[src/rtl/write_master_fifo.sv]
// Show-ahead FIFO feeding the streaming write master; the head word is visible on dout
// whenever the FIFO is not empty.
module write_master_fifo #(
  parameter int WIDTH      = 32,
  parameter int DEPTH      = 32,
  parameter int DEPTH_LOG2 = 5
) (
  input  logic                  clk,
  input  logic                  reset,
  input  logic                  push,
  input  logic [WIDTH-1:0]      din,
  input  logic                  pop,
  output logic [WIDTH-1:0]      dout,
  output logic                  empty,
  output logic                  full,
  output logic [DEPTH_LOG2:0]   used
);

  logic [WIDTH-1:0]      mem_r [DEPTH];
  logic [DEPTH_LOG2-1:0] wr_ptr_r;
  logic [DEPTH_LOG2-1:0] rd_ptr_r;
  logic [DEPTH_LOG2:0]   used_r;
  logic                  push_ok_s;
  logic                  pop_ok_s;

  assign empty     = (used_r == (DEPTH_LOG2+1)'(0));
  assign full      = (used_r == (DEPTH_LOG2+1)'(DEPTH));
  assign used      = used_r;
  assign dout      = mem_r[rd_ptr_r];
  // A push into a full FIFO is dropped even when a pop frees a slot that same cycle.
  assign push_ok_s = push & ~full;
  assign pop_ok_s  = pop & ~empty;

  // Storage array; contents need no reset because used_r gates visibility.
  always_ff @(posedge clk) begin
    if (push_ok_s) begin
      mem_r[wr_ptr_r] <= din;
    end
  end

  // Pointer and occupancy bookkeeping; pointers wrap naturally at DEPTH.
  always_ff @(posedge clk or posedge reset) begin
    if (reset) begin
      wr_ptr_r <= DEPTH_LOG2'(0);
      rd_ptr_r <= DEPTH_LOG2'(0);
      used_r   <= (DEPTH_LOG2+1)'(0);
    end else begin
      if (push_ok_s) begin
        wr_ptr_r <= wr_ptr_r + DEPTH_LOG2'(1);
      end
      if (pop_ok_s) begin
        rd_ptr_r <= rd_ptr_r + DEPTH_LOG2'(1);
      end
      case ({push_ok_s, pop_ok_s})
        2'b10:   used_r <= used_r + (DEPTH_LOG2+1)'(1);
        2'b01:   used_r <= used_r - (DEPTH_LOG2+1)'(1);
        default: used_r <= used_r;
      endcase
    end
  end

endmodule

[src/rtl/streaming_write_master.sv]
// Avalon-MM write master: drains a user-filled FIFO as single-word posted writes
// starting at a programmed base address for a programmed byte length.
module streaming_write_master #(
  parameter int DATAWIDTH            = 32,
  parameter int BYTEENABLEWIDTH      = 4,
  parameter int BYTEENABLEWIDTH_LOG2 = 2,
  parameter int ADDRESSWIDTH         = 32,
  parameter int FIFODEPTH            = 32,
  parameter int FIFODEPTH_LOG2       = 5
) (
  input  logic                        clk,
  input  logic                        reset,
  input  logic                        coe_control_fixed_location,
  input  logic [ADDRESSWIDTH-1:0]     coe_control_write_base,
  input  logic [ADDRESSWIDTH-1:0]     coe_control_write_length,
  input  logic                        coe_control_go,
  output logic                        coe_control_done,
  input  logic                        coe_user_write_buffer,
  input  logic [DATAWIDTH-1:0]        coe_user_buffer_data,
  output logic                        coe_user_buffer_full,
  output logic [FIFODEPTH_LOG2:0]     coe_user_buffer_used,
  output logic [ADDRESSWIDTH-1:0]     master_address,
  output logic                        master_write,
  output logic [BYTEENABLEWIDTH-1:0]  master_byteenable,
  output logic [DATAWIDTH-1:0]        master_writedata,
  input  logic                        master_waitrequest
);

  localparam logic [ADDRESSWIDTH-1:0] STEP     = ADDRESSWIDTH'(1 << BYTEENABLEWIDTH_LOG2);
  localparam logic [ADDRESSWIDTH-1:0] LOW_MASK = STEP - ADDRESSWIDTH'(1);

  logic [ADDRESSWIDTH-1:0] address_r;
  logic [ADDRESSWIDTH-1:0] length_r;
  logic                    fixed_d1_r;
  logic                    fifo_empty_s;
  logic                    accept_s;

  write_master_fifo #(
    .WIDTH      (DATAWIDTH),
    .DEPTH      (FIFODEPTH),
    .DEPTH_LOG2 (FIFODEPTH_LOG2)
  ) u_fifo (
    .clk   (clk),
    .reset (reset),
    .push  (coe_user_write_buffer),
    .din   (coe_user_buffer_data),
    .pop   (accept_s),
    .dout  (master_writedata),
    .empty (fifo_empty_s),
    .full  (coe_user_buffer_full),
    .used  (coe_user_buffer_used)
  );

  assign master_write      = (length_r != ADDRESSWIDTH'(0)) & ~fifo_empty_s;
  assign accept_s          = master_write & ~master_waitrequest;
  assign master_address    = address_r;
  assign master_byteenable = {BYTEENABLEWIDTH{1'b1}};
  assign coe_control_done  = (length_r == ADDRESSWIDTH'(0));

  // Transfer state: go reloads unconditionally and overrides a coincident accept.
  always_ff @(posedge clk or posedge reset) begin
    if (reset) begin
      address_r  <= ADDRESSWIDTH'(0);
      length_r   <= ADDRESSWIDTH'(0);
      fixed_d1_r <= 1'b0;
    end else if (coe_control_go) begin
      address_r  <= coe_control_write_base;
      length_r   <= coe_control_write_length & ~LOW_MASK;
      fixed_d1_r <= coe_control_fixed_location;
    end else if (accept_s) begin
      // accept implies length_r is nonzero, so this never underflows
      length_r <= length_r - STEP;
      if (!fixed_d1_r) begin
        address_r <= address_r + STEP;
      end
    end
  end

endmodule

[config.mk]
export PLATFORM = sky130hd
export DESIGN_NAME = streaming_write_master
export DESIGN_NICKNAME = d
export VERILOG_FILES = /design/src/rtl/write_master_fifo.sv /design/src/rtl/streaming_write_master.sv
export SDC_FILE = /design/constraint.sdc
export NUM_CORES = 1
export LEC_CHECK = 0
export BUFFER_PORTS_ARGS = -buffer_cell sky130_fd_sc_hd__buf_2
export CAP_MARGIN = 20
export CORE_UTILIZATION = 45
export CTS_CLUSTER_DIAMETER = 40
export DETAILED_ROUTE_END_ITERATION = 6
export REMOVE_ABC_BUFFERS = 1
export SYNTH_ARGS = -nofsm -noshare
export SYNTH_HDL_FRONTEND = slang
export SYNTH_SLANG_ARGS = --single-unit
[constraint.sdc]
create_clock -name clk -period 7.4 [get_ports clk]
set_input_delay 0 -clock clk [delete_from_list [all_inputs] [get_ports clk]]
set_output_delay 0 -clock clk [all_outputs]
set_load 0.05 [all_outputs]
* Word level (Yosys, flattened, before mapping)
Memories as Yosys holds them, arrays and structs flattened.
Index checks and enable logic that the tools add are counted.
** Cells by class
- $add $sub $neg :: 6
- Eq/ne operators :: 4
- Mux-type cells :: 8
- Bitwise logic cells :: 7
- Reductions and logical operators :: 6
** Operator list (count)
- 32-bit 2-to-1 mux :: 5
- 32-bit by 3-bit adder with 32-bit output (second input constant) :: 1
- 32-bit zero test :: 1
- 32-bit nonzero test :: 1
- 32-bit by 3-bit subtractor with 32-bit output (second input constant) :: 1
- 6-bit one-hot mux with 2 select lines :: 1
- 5-bit by 1-bit adder with 5-bit output (second input constant) :: 2
- 6-bit by 1-bit adder with 6-bit output (second input constant) :: 1
- 6-bit == test (second input constant) :: 1
- 6-bit zero test :: 1
- 6-bit by 1-bit subtractor with 6-bit output (second input constant) :: 1
- 1-bit bitwise AND :: 4
- 2-bit nonzero test :: 2
- 1-bit NOT :: 3
- 2-bit by 1-bit == test with 1-bit output (second input constant) :: 1
- 2-bit == test (second input constant) :: 1
- 1-bit 2-to-1 mux :: 2
- 2-bit != test (second input constant) :: 1
- 2-bit AND reduction :: 1
** Word-level totals
- Bits in registers :: 81
- Memory bits (writable) :: 1024
- Input port bits :: 102
- Memories :: 1
** Memories
- u_fifo.mem_r :: words 32, bits a word 32, rd ports 1, clocked after Yosys merged registers in 0, write ports 1, line write_master_fifo.sv:19 : logic [WIDTH-1:0] mem_r [DEPTH];

* Longest topological paths before layout
- Depth in word-level cells :: 7
- Gate-level depth with buffers :: 15

* By module
Synthesis repeated with hierarchy kept, for this count alone.
** Unflattened totals
- Cells, all modules :: 2271
- Area, all modules :: 43822.0 um2
** Modules (own cells, without submodules)
- write_master_fifo :: times used 1, cells each 1808, area an instance 39823.2 um2, seq. area each 31149.9 um2
- streaming_write_master :: times used 1, cells each 463, area an instance 3998.8 um2, seq. area each 1576.5 um2

* Worst setup path after synthesis
OpenSTA, ideal clock, no wires.
- Kind :: register -> register
- Start point :: reg length_r[8]
- End point :: reg u_fifo.used_r[5], in the netlist u_fifo.used[5]
- Data arrival time :: 3453 ps
- Data required time :: 7254 ps
- Path slack :: 3801 ps
- Stages on the path, launching flop included :: 14
- Path buffers :: 2
- Cell sequence :: dfrtp_1 or4_1 buf_2 or4_4 buf_6 o31ai_4 inv_2 ha_1 ha_1 a21o_1 a21oi_1 nand4b_1 nand4_1 xor2_1
** On the way
- Word-level cells in the longest chain between the ends :: 6
- Elaborated cells between the ends (all ways) :: 8
- Those cells by class :: eq/ne: 2; mux: 1; bitwise: 3; reduce/logical: 2
** RTL lines
- start: declaration :: line streaming_write_master.sv:33 : logic [ADDRESSWIDTH-1:0] length_r;
- start signal: assignment :: line streaming_write_master.sv:68 : length_r <= coe_control_write_length & ~LOW_MASK;
- start signal: assignment :: line streaming_write_master.sv:72 : length_r <= length_r - STEP;
- 32-bit nonzero test * :: line streaming_write_master.sv:54 : assign master_write = (length_r != ADDRESSWIDTH'(0)) & ~fifo_empty_s;
- 1-bit bitwise AND * :: line streaming_write_master.sv:54
- 1-bit bitwise AND * :: line streaming_write_master.sv:55 : assign accept_s = master_write & ~master_waitrequest;
- 1-bit bitwise AND * :: line write_master_fifo.sv:32 : assign pop_ok_s = pop & ~empty;
- net u_fifo.pop_ok_s :: line write_master_fifo.sv:24 : logic pop_ok_s;
- 2-bit by 1-bit == test with 1-bit output / 2-bit == test (equally long branches) :: line write_master_fifo.sv:54 : case ({push_ok_s, pop_ok_s})
- 6-bit one-hot mux with 2 select lines / 2-bit nonzero test (equally long branches)
- end signal: assignment :: line write_master_fifo.sv:55 : 2'b10: used_r <= used_r + (DEPTH_LOG2+1)'(1);
- end signal: assignment :: line write_master_fifo.sv:56 : 2'b01: used_r <= used_r - (DEPTH_LOG2+1)'(1);
- end signal: assignment :: line write_master_fifo.sv:57 : default: used_r <= used_r;
- end: declaration :: line write_master_fifo.sv:22 : logic [DEPTH_LOG2:0] used_r;
Mark *: on every way through the listed nets, which the timed path passes. The rest lies on a longest branch.
A chain may end at the register's enable or synchronous reset.

* Worst setup path in the final report
- Start point :: reg u_fifo.rd_ptr_r[0]
- End point :: out master_writedata[5]
** On the way
- Word-level cells in the longest chain between the ends :: 1
** RTL lines
- start: declaration :: line write_master_fifo.sv:21 : logic [DEPTH_LOG2-1:0] rd_ptr_r;
- start signal: assignment :: line write_master_fifo.sv:52 : rd_ptr_r <= rd_ptr_r + DEPTH_LOG2'(1);
- memory read 32 x 32 bit
- end: declaration :: line streaming_write_master.sv:25 : output logic [DATAWIDTH-1:0] master_writedata,
No other way between the ends.

==> results.sh <==
export IMPL_outcome="complete, no violations"
export IMPL_yosysSeqAreaShare_pct=75.0
export IMPL_regToRegSetupSlack_ns=3.16
export IMPL_layout_commonest_cell="edfxtp_1"
export IMPL_slew_limit_headroom_pct=23.4
export IMPL_clkTransAtPathRegs_ns=0.05
export IMPL_grt_usage_pct=21.7
export IMPL_synth_cell_types=57
export IMPL_synth_edf_count=1024
export IMPL_critPathTopFamily="multiplexers"
export IMPL_worst_setup_path_end_kind="output pin"
export IMPL_switching_share_pct=30.7
export IMPL_maxCapViolCount=0
export IMPL_wl_per_cell_um=27.3
export IMPL_design_area_um2=52400
export IMPL_drt_pass1_iter_count=5
export IMPL_synth_ff_type="edfxtp_1"
export IMPL_tritoncts="built"
export IMPL_via_per_inst=5.90
export IMPL_pwr_share_comb_pct=27.6
export IMPL_powerDensity_nw_per_um2=382
export IMPL_min_path_cells=3
export IMPL_critPathKind="reg2out"
export IMPL_mostFrequentLayoutCells="edfxtp_1 (1024), mux4_2 (320), buf_2 (172), dlygate4sd3_1 (144), clkbuf_16 (142)"
export IMPL_ant_nets=0
export IMPL_irDropWorstVdd_mv=0.301
export IMPL_cp_max_fo=123
export IMPL_timing_rr_end="length_r[29]"
export IMPL_critPathArrivalTime_ns=4.29
export IMPL_finalCriticalPeriod_ns=4.29
export IMPL_tightest_slew_ns=1.15
export IMPL_synth_top_cell_by_area="edfxtp_1"
export IMPL_dieArea_um2=98200
export IMPL_cts_buffer_depth=3
export IMPL_hold_path_class="in2reg"
export IMPL_placed_cell_area_um2=46200
export IMPL_critPathLaunch="u_fifo.rd_ptr_r[0]"
export IMPL_p_leak_nw=16.9
export IMPL_grt_pass1_vias=23700
export IMPL_yosys_warnings=0
export IMPL_holdPathEnd="length_r[20]"
export IMPL_clk_latency_ns=0.73
export IMPL_htree_num_levels=4
export IMPL_netlist_instances=2042
export IMPL_route_vias_total=22500
export IMPL_fin_skew_ns=0.0314
export IMPL_fin_util_pct=54.9
export IMPL_yosys_top_cells_area="edfxtp_1 (70%), mux4_2 (17%), dfrtp_1 (4.5%)"
export IMPL_reg2reg_depth=8
export IMPL_gr_total_overflow=0
export IMPL_synth_seq_cells=1103
export IMPL_coreArea_um2=95600
export IMPL_syn2layout_area_growth_pct=20.1
export IMPL_internal_power_mw=13.9
export IMPL_initial_core_util_pct=45.7
export IMPL_synth_top_area_share_pct=70.5
export IMPL_grt_setup_unrepaired="no"
export IMPL_required_ns=7.40
export IMPL_dp_hpwl_um=51300
export IMPL_routed_wirelength_um=104000
export IMPL_max_stage_delay_ns=0.97
export IMPL_rows=113
export IMPL_critPathMostFrequentCell="mux4_2"
export IMPL_min_from="coe_control_write_length[20]"
export IMPL_route_detailed_drc=0
export IMPL_avgSynthCellArea_um2=21.4
export IMPL_clock_power_share_pct=34.2
export IMPL_drt_initial_drc_count=2204
export IMPL_cts_sinks=1103
export IMPL_final_layout_size_suffix_gt1_share_pct=33.8
export IMPL_start_kind="flip-flop"
export IMPL_switchingPower_mw=6.15
export IMPL_io_buffers=172
export IMPL_grt_pass1_wl_um=154000
export IMPL_netlist_area_um2=43600
export IMPL_finalMaxSlewViolations=0
export IMPL_fin_total_pwr_mw=20.0
export IMPL_finalHoldViolCount=0
export IMPL_setup_violations=0
export IMPL_grt_max_degree=157
export IMPL_numCtsBuffers=139
export IMPL_nets=2546
export IMPL_max_freq_mhz=233
export IMPL_dp_cells=3411
export IMPL_clockRootBuffer="clkbuf_16"
export IMPL_seqPwrFrac_pct=38.2
export IMPL_path_cells="buf_12 -> mux4_2 -> mux4_2 -> mux2_2 -> buf_2"
export IMPL_pin_count=179
export IMPL_synthArstFlopShare_pct=7.16
export IMPL_antenna_found_initial=3
export IMPL_tns_ns=0
export IMPL_crit_buf_inv=2
export IMPL_fp_dieW_um=313
export IMPL_antennaDiodeCount=0
export IMPL_chipHeight_um=313
export IMPL_cp_slowest_cell="dfrtp_4"
export IMPL_fin_crit_sh_pct=57.9
export IMPL_stdcell_count=3810
export IMPL_gp_routability_congestion=0.852
export IMPL_postCtsResizedCells=0
export IMPL_r2r_start="length_r[8]"
[layout make-up]
cell class	count	area (um^2)
Clock buffer	152	3590
Clock inverter	103	1150
Fill cell	7231	43100
Inverter	17	65.1
Multi-Input combinational cell	808	10600
Sequential cell	1103	32700
Tap cell	1265	1580
Timing Repair Buffer	362	2690
[how the worst max path moves through the flow]
stage / end / cells past startpoint / slack [ns]
2_1_floorplan: master_writedata[0] / 3 / -3.87
3_3_place_gp: u_fifo.used[5] / 12 / 3.28
3_5_place_dp: u_fifo.mem_r[27][5] / 6 / 3.24
4_1_cts: master_writedata[15] / 5 / 2.96
5_1_grt: master_writedata[12] / 5 / 2.81
6_report: master_writedata[5] / 5 / 3.11
[worst register-to-register path, stage by stage, from the launching register on]
cell	delay (ns)
dfrtp_1	0.44
or4_1	0.68
nor4_2	0.64
nand4_1	0.37
inv_1	0.65
buf_4	0.44
nor3_1	0.11
o31a_1	0.25
dlygate4sd3_1	0.55
[cells by family after synthesis]
logic type	after synthesis	share of synthesized area, %
DFF	1103	75.0
muxes	358	17.5
and+or+nand+nor	284	3.45
buffers and inverters	134	1.28
AOI/OAI and AO/OA	131	2.04
xor gates and xnor gates	18	0.361
adders and majority gates	13	0.390
other	1	0.00859
[flip-flops by register name, indices dropped and copies added, names as in the netlist]
| register | flops |
|---|---|
| u_fifo.mem_r | 1024 |
| length_r | 30 |
| master_address | 32 |
| fixed_d1_r | 1 |
| u_fifo.wr_ptr_r | 5 |
| u_fifo.rd_ptr_r | 5 |
| u_fifo.used | 6 |
[power by group through the flow]
| stage | clock network (mW) | registers [mW] | logic, mW |
|---|---|---|---|
| final | 6.84 | 7.65 | 5.52 |
| after detailed placement | 0 | 7.79 | 5.55 |
| after global routing | 7.19 | 7.71 | 5.87 |
| after global placement | 0 | 7.76 | 5.53 |
| after floorplan | 0 | 8.17 | 4.21 |
| after CTS | 6.96 | 7.66 | 5.64 |
[through the flow]
stage / hold WS [ns] / setup slack [ns]
4_1_cts: 0.00903 / 2.96
2_1_floorplan: 0.0943 / -3.87
6_report: 0.0697 / 3.11
3_5_place_dp: -0.0241 / 3.24
3_3_place_gp: -0.0215 / 3.28
5_1_grt: 0.0522 / 2.81
[layer usage]
metal	wire, um	vias to the layer above	share of wire, %	track usage [%]
li1	-	9471	-	-
met3	6750	170	6.5	3.93
met2	51300	809	49	35.2
met1	43900	12000	42	30.2
met5	31	-	0.030	0
met4	2180	4	2.1	6.12
[Yosys cell counts (6+ instances only)]
| cell | number |
|---|---|
| edfxtp_1 | 1024 |
| mux4_2 | 320 |
| nor2_1 | 96 |
| dfrtp_1 | 79 |
| clkbuf_1 | 77 |
| a31oi_1 | 46 |
| nand2_1 | 40 |
| mux2_2 | 37 |
| or4_1 | 31 |
| buf_1 | 24 |
| o31ai_1 | 24 |
| o21ai_0 | 22 |
| nand4_1 | 21 |
| or3_1 | 19 |
| nand3_1 | 18 |
| inv_1 | 16 |
| xnor2_1 | 13 |
| ha_1 | 12 |
| nor3_1 | 9 |
| or2_2 | 8 |
| buf_2 | 7 |
| nand4b_1 | 7 |
| o41ai_1 | 7 |
| buf_4 | 6 |
| nand2b_1 | 6 |
[repair_timing]
action | CTS | global route
hold buffers | 144 | 0
hold endpoints to repair | 1169 | 0
buffers inserted | 0 | 0
Note: power is estimated with default switching activity, not from simulation.
